<file path="src/rtl/kws_audio_pkg.sv">
// Shared types and defaults for the KWS I2S audio front-end.
// Default timing gives 16 kHz frames from an 8.192 MHz clock.
package kws_audio_pkg;

  typedef enum logic {
    IDLE = 1'b0,
    RUN  = 1'b1
  } state_t;

  localparam int CLK_DIV_DEF     = 4;
  localparam int SLOT_BITS_DEF   = 32;
  localparam int SAMPLE_BITS_DEF = 16;

  localparam logic WS_LEFT  = 1'b0;
  localparam logic WS_RIGHT = 1'b1;

endpackage

</file>
<file path="src/rtl/i2s_clk_gen.sv">
// I2S bit-clock divider: registered SCK plus single-cycle rise/fall strobes, held low when not running.
// Strobes are asserted in the cycle whose closing edge changes SCK; no backpressure.
module i2s_clk_gen
  import kws_audio_pkg::*;
#(
  parameter int CLK_DIV = CLK_DIV_DEF
) (
  input  logic clk,
  input  logic rst,
  input  logic run,
  output logic sck,
  output logic rise_evt,
  output logic fall_evt
);

  localparam int DW = (CLK_DIV > 1) ? $clog2(CLK_DIV) : 1;

  logic [DW-1:0] div_cnt;
  logic          wrap;

  assign wrap     = run && (div_cnt == DW'(CLK_DIV - 1));
  assign rise_evt = wrap && !sck;
  assign fall_evt = wrap && sck;

  always_ff @(posedge clk or posedge rst) begin
    if (rst) begin
      div_cnt <= '0;
      sck     <= 1'b0;
    end else if (!run) begin
      div_cnt <= '0;
      sck     <= 1'b0;
    end else if (wrap) begin
      div_cnt <= '0;
      sck     <= ~sck;
    end else begin
      div_cnt <= div_cnt + 1'b1;
    end
  end

endmodule

</file>
<file path="src/rtl/kws_i2s_audio_source.sv">
// I2S master for a single mic channel; emits one PCM word per frame as a one-cycle audio_valid.
// audio_valid follows the LSB-sampling SCK rise by one clk; the sink has no ready, nothing stalls.
module kws_i2s_audio_source
  import kws_audio_pkg::*;
#(
  parameter int CLK_DIV     = CLK_DIV_DEF,
  parameter int SLOT_BITS   = SLOT_BITS_DEF,
  parameter int SAMPLE_BITS = SAMPLE_BITS_DEF,
  parameter int CHANNEL_SEL = 0
) (
  input  logic                   clk,
  input  logic                   rst,
  input  logic                   enable,
  output logic                   i2s_sck,
  output logic                   i2s_ws,
  input  logic                   i2s_sd,
  output logic [SAMPLE_BITS-1:0] audio_out,
  output logic                   audio_valid,
  output logic [15:0]            sample_count
);

  localparam int   BW    = $clog2(SLOT_BITS);
  localparam logic CH_WS = (CHANNEL_SEL != 0) ? WS_RIGHT : WS_LEFT;

  state_t                 state;
  logic [BW-1:0]          bit_cnt;
  logic [SAMPLE_BITS-2:0] shift_q;
  logic                   warm;

  logic                   run;
  logic                   rise_evt;
  logic                   fall_evt;
  logic                   sel_slot;
  logic                   capture;
  logic                   last_bit;
  logic                   slot_wrap;
  logic [SAMPLE_BITS-1:0] word_next;

  // Gate the divider with enable directly so SCK drops on the same edge the FSM leaves RUN.
  assign run = (state == RUN) && enable;

  i2s_clk_gen #(
    .CLK_DIV (CLK_DIV)
  ) u_clk_gen (
    .clk      (clk),
    .rst      (rst),
    .run      (run),
    .sck      (i2s_sck),
    .rise_evt (rise_evt),
    .fall_evt (fall_evt)
  );

  // bit_cnt 0 is the I2S one-bit delay slot; data bits occupy 1..SAMPLE_BITS.
  assign sel_slot  = (i2s_ws == CH_WS);
  assign capture   = rise_evt && sel_slot && (bit_cnt != '0) && (bit_cnt <= BW'(SAMPLE_BITS));
  assign last_bit  = capture && (bit_cnt == BW'(SAMPLE_BITS));
  assign slot_wrap = (bit_cnt == BW'(SLOT_BITS - 1));
  assign word_next = {shift_q, i2s_sd};

  always_ff @(posedge clk or posedge rst) begin
    if (rst) begin
      state        <= IDLE;
      bit_cnt      <= '0;
      i2s_ws       <= WS_LEFT;
      shift_q      <= '0;
      warm         <= 1'b1;
      audio_out    <= '0;
      audio_valid  <= 1'b0;
      sample_count <= '0;
    end else begin
      audio_valid <= 1'b0;
      case (state)
        IDLE: begin
          bit_cnt <= '0;
          i2s_ws  <= WS_LEFT;
          shift_q <= '0;
          if (enable) state <= RUN;
        end
        RUN: begin
          if (!enable) begin
            state   <= IDLE;
            bit_cnt <= '0;
            i2s_ws  <= WS_LEFT;
            shift_q <= '0;
            warm    <= 1'b1;
          end else begin
            if (capture) shift_q <= word_next[SAMPLE_BITS-2:0];
            // The first selected slot after start-up is captured but dropped while the mic locks to WS.
            if (last_bit && !warm) begin
              audio_out    <= word_next;
              audio_valid  <= 1'b1;
              sample_count <= sample_count + 16'd1;
            end
            if (fall_evt) begin
              if (slot_wrap) begin
                bit_cnt <= '0;
                i2s_ws  <= ~i2s_ws;
                if (sel_slot) warm <= 1'b0;
              end else begin
                bit_cnt <= bit_cnt + 1'b1;
              end
            end
          end
        end
        default: state <= IDLE;
      endcase
    end
  end

endmodule
</file>
<file path="config.mk">
export PLATFORM = sky130hd
export DESIGN_NAME = kws_i2s_audio_source
export DESIGN_NICKNAME = d
export VERILOG_FILES = /design/src/rtl/kws_audio_pkg.sv /design/src/rtl/i2s_clk_gen.sv /design/src/rtl/kws_i2s_audio_source.sv
export SDC_FILE = /design/constraint.sdc
export NUM_CORES = 1
export LEC_CHECK = 0
export BUFFER_PORTS_ARGS = -buffer_cell sky130_fd_sc_hd__buf_4
export CORE_ASPECT_RATIO = 1.2
export CORE_MARGIN = 4
export CORE_UTILIZATION = 50
export CTS_CLUSTER_DIAMETER = 50
export DETAILED_ROUTE_END_ITERATION = 10
export GPL_TIMING_DRIVEN = 0
export HOLD_SLACK_MARGIN = 0.1
export PLACE_DENSITY_LB_ADDON = 0.1
export SYNTH_ARGS = -nofsm -noshare
export SYNTH_HDL_FRONTEND = slang
export SYNTH_SLANG_ARGS = --single-unit
</file>
<file path="constraint.sdc">
create_clock -name clk -period 2.5 [get_ports clk]
set_input_delay 0.125 -clock clk [delete_from_list [all_inputs] [get_ports clk]]
set_output_delay 0.125 -clock clk [all_outputs]
set_load 0.01 [all_outputs]
</file>
==> impl_metrics.ini <==
[worst_setup_path]
critical_path.cell_chain = inv_1 > ha_1 > or3b_4 > or4_4 > buf_6 > buf_6 > nor3_1 > xor2_1
cp_top_family = simple AND/OR/NAND/NOR gates
startpoint_type = register
critical_path_required_ns = 2.76
cpMostUsedCell = sky130_fd_sc_hd__buf_6
crit_buf_inv = 3
critical-path-slowest-cell = sky130_fd_sc_hd__or4_4
cpPeakStageDelay_ns = 0.49
timing_worst_setup_path_type = register to register
endpoint_kind = register
cp_max_fo = 10
critPathArrivalTime_ns = 2.58

[sta]
slew_viol_final = 0
relSlewSlack_pct = 50.1
final.setup.tns_ns = 0
tightest_slew_ns = 0.747
report.final.hold_viol_count = 0
rsz_0062_raised_after_global_routing = no
worst_clock_skew_ns = 0.00504
maxClockFrequency_mhz = 431
setup_violations = 0
setup_ws_ns = 0.180
final_period_minus_worst_setup_slack_ns = 2.32
timing.final.crit_share_pct = 92.8

[min_path]
holdCritPathClass = register to register

[placement]
gp_congestion = 0.761
placement.io_buffers = 38
hpwl_after_detailed_placement_mm = 3.34
dpl_worst_slack_ns = 0.00239

[final_layout]
layout.nets = 296
flow.area_growth_from_synthesis_pct = 24.8
insertedDiodeCount = 0
layout-drive-gt1-share_pct = 23.4
n_fill_cell = 428
finalCoreUtilization_pct = 64.1

[die]
die_x_extent_um = 72.8
overall_die_area_um2 = 6240
std_cell_rows = 28
floorplan.core_area_um2 = 4900
dieHeight_um = 85.7
top_level_ports = 39
start_util_pct = 51.3

[logic_synthesis]
ys_ff_latch = 59
syn-cell-area_um2 = 2520
synth.yosys.warnings = 0
synth.distinct_cells = 34
synth-edff-count = 0
async_reset_ff_share_pct = 100
postSynthAreaPerCell_um2 = 10.7
postSynthNetCount = 245
postSynth.topFlopCell = sky130_fd_sc_hd__dfrtp_1
part_of_the_yosys_area_used_for_sequential_elements_pct = 58.7
synthCells = 236

[clocking]
clk-insertion-delay-late_ns = 0.34
setup_repair_bufs_after_cts = 0
tritoncts_num_sinks = 59
clk_transition_reported_paths_ns = 0.06
numCtsBuffers = 9
htree_levels = 3
cts_max_path_buffers = 2
cts_tree = done
cts.root.buffer_cell = sky130_fd_sc_hd__clkbuf_8

[route]
vias_per_cell = 5.13
1st_iter_drt_viols = 78
antenna_violating_nets_post_route = 0
drt_first_pass_iters = 4
remaining_drc_errors = 0
drt_wl_total_mm = 4.68
routed-via-count = 1801
drt-wirelength-per-cell_um = 13.3

[grt]
global_route_wire_length_before_repair_mm = 8.31
grt_pass1_vias = 1843
gr_overflow_total = 0
grt.total_usage_pct = 17.4
largest_net_degree_at_the_start_of_global_routing = 36
grt_antenna_before_repair = 0

[pwr]
power.internal_w = 0.00148
power.share.sequential_pct = 51.8
static_power_due_to_leakage_nw = 1.69
power_frac_comb_pct = 2.2
worst_ir_drop_vdd_mv = 0.451
power-per-cell-area_nw_per_um2 = 590
p_sw_share_pct = 20.3
power.net_switching_w = 0.000376
share_of_total_power_in_the_clock_network_pct = 46.0

[run]
timing.max_cap.violations = 0

[status]
status = finished clean
[cells in the mapped netlist (all sizes together), types with 3 or more instances]
| cell type | instances | area [µm²] |
|---|---|---|
| a21oi | 5 | 25.0 |
| buf | 3 | 27.5 |
| clkbuf | 6 | 22.5 |
| dfrtp | 58 | 1450 |
| ha | 5 | 62.6 |
| inv | 6 | 22.5 |
| mux2i | 15 | 150 |
| nand2 | 70 | 263 |
| nand3 | 9 | 45.0 |
| nor2 | 5 | 18.8 |
| nor3 | 6 | 35.0 |
| nor4 | 6 | 37.5 |
| o21ai | 4 | 20.0 |
| xnor2 | 9 | 78.8 |
| xor2 | 9 | 78.8 |
[metrics by stage]
step | total power, W | instances | hold slack, ns | area (µm²)
2_1_floorplan | 0.000999 | 236 | 0.156 | 2520
3_3_place_gp | 0.00101 | 334 | 0.275 | 2880
3_5_place_dp | 0.00102 | 335 | 0.277 | 2900
4_1_cts | 0.00188 | 353 | 0.448 | 3130
5_1_grt | 0.00192 | 351 | 0.486 | 3140
6_report | 0.00185 | 351 | 0.450 | 3140
[state kept, by name, indices dropped and copies added (netlist names)]
name / flops
state: 1
audio_out: 16
i2s_ws: 1
bit_cnt: 5
sample_count: 16
warm: 1
audio_valid: 1
u_clk_gen.sck: 1
shift_q: 15
u_clk_gen.div_cnt: 2
[power groups by stage]
stage / sequential (W) / combinational, W / clock, W
6_report: 0.000959 / 0.0000414 / 0.000853
5_1_grt: 0.000959 / 0.0000488 / 0.000909
4_1_cts: 0.000959 / 0.0000433 / 0.000876
3_5_place_dp: 0.000977 / 0.0000392 / 0
3_3_place_gp: 0.000977 / 0.0000354 / 0
2_1_floorplan: 0.000976 / 0.0000223 / 0
[timing repair]
action	CTS	global route
cloned	0	0
gates resized for setup	2	6
hold endpoints to repair	39	0
hold buffers	3	0
endpoints found under the setup margin	9	27
[layer usage]
layer  global-route usage (%)  routed length, µm  vias to the layer above  share of wire [%]
met1                     22.2               2100                      875                 45
li1                         -                  -                      891                  -
met2                     27.0               2270                       27                 49
met5                        0                  0                        -                  0
met3                     4.92                211                        8                4.5
met4                     8.56                 95                        0                2.0
[cells in the final DEF (no fill, tap or decap), types with 2 or more instances in the layout]
cell type,Yosys,routed
sky130_fd_sc_hd__nor2_1,5,5
sky130_fd_sc_hd__clkbuf_1,6,5
sky130_fd_sc_hd__nor3_1,5,5
sky130_fd_sc_hd__nand4_1,2,2
sky130_fd_sc_hd__or3b_4,1,2
sky130_fd_sc_hd__nor4_2,0,2
sky130_fd_sc_hd__o21ai_0,4,4
sky130_fd_sc_hd__buf_4,0,39
sky130_fd_sc_hd__buf_6,2,2
sky130_fd_sc_hd__nand2_1,70,70
sky130_fd_sc_hd__and4_1,2,2
sky130_fd_sc_hd__ha_1,5,4
sky130_fd_sc_hd__xnor2_1,9,9
sky130_fd_sc_hd__inv_1,6,5
sky130_fd_sc_hd__dfrtp_1,58,58
sky130_fd_sc_hd__xor2_1,9,9
sky130_fd_sc_hd__clkbuf_8,0,11
sky130_fd_sc_hd__nand3_1,9,9
sky130_fd_sc_hd__nor4_1,6,4
sky130_fd_sc_hd__and3_1,2,2
sky130_fd_sc_hd__dlygate4sd3_1,0,3
sky130_fd_sc_hd__a21oi_1,5,5
sky130_fd_sc_hd__mux2i_1,15,15
[cells by family (layout without fill, tap and decap cells)]
group	count (synthesis)	count (layout)	share of synthesized area [%]
AO/OA/AOI/OAI	11	11	2.34
adder cells (fa/ha/maj)	5	5	2.49
AND/OR/NAND/NOR	112	112	20.9
multiplexers	16	16	6.41
XOR/XNOR	18	18	6.26
buffers and inverters	15	70	2.88
flip-flops	59	59	58.7
[worst reg2reg max path, delay by kind of cell (launching register included)]
family / cells / cell delay (ns)
XOR/XNOR: 1 / 0.17
buffers and inverters: 3 / 0.36
AND/OR/NAND/NOR: 3 / 1.14
flip-flops: 1 / 0.43
adder cells (fa/ha/maj): 1 / 0.14
[final timing paths]
path	start	endpoint	slack (ns)	cells after the start
worst max-delay path	bit_cnt[0]$_DFFE_PP0P_	sample_count[9]$_DFFE_PP0P_	0.18	8
worst min-delay path	u_clk_gen.div_cnt[0]$_DFF_PP0_	u_clk_gen.div_cnt[0]$_DFF_PP0_	0.45	1
worst max register to register	bit_cnt[0]$_DFFE_PP0P_	sample_count[9]$_DFFE_PP0P_	0.18	8
worst min register to register	u_clk_gen.div_cnt[0]$_DFF_PP0_	u_clk_gen.div_cnt[0]$_DFF_PP0_	0.45	1
max in group asynchronous	rst	warm$_DFFE_PP1P_	1.37	4
min in group asynchronous	rst	sample_count[5]$_DFFE_PP0P_	0.48	3
[cell type report]
type | count | area [µm²] | share of cell area (%)
sequential | 59 | 1480 | 47.0
multi-input combinational | 162 | 991 | 31.5
timing repair buffer | 42 | 335 | 10.7
clock buffer | 13 | 159 | 5.06
tap | 60 | 75.1 | 2.39
buffer | 7 | 46.3 | 1.47
clock inverter | 2 | 35.0 | 1.12
inverter | 6 | 22.5 | 0.717
Power figures use the tool's default switching activity.
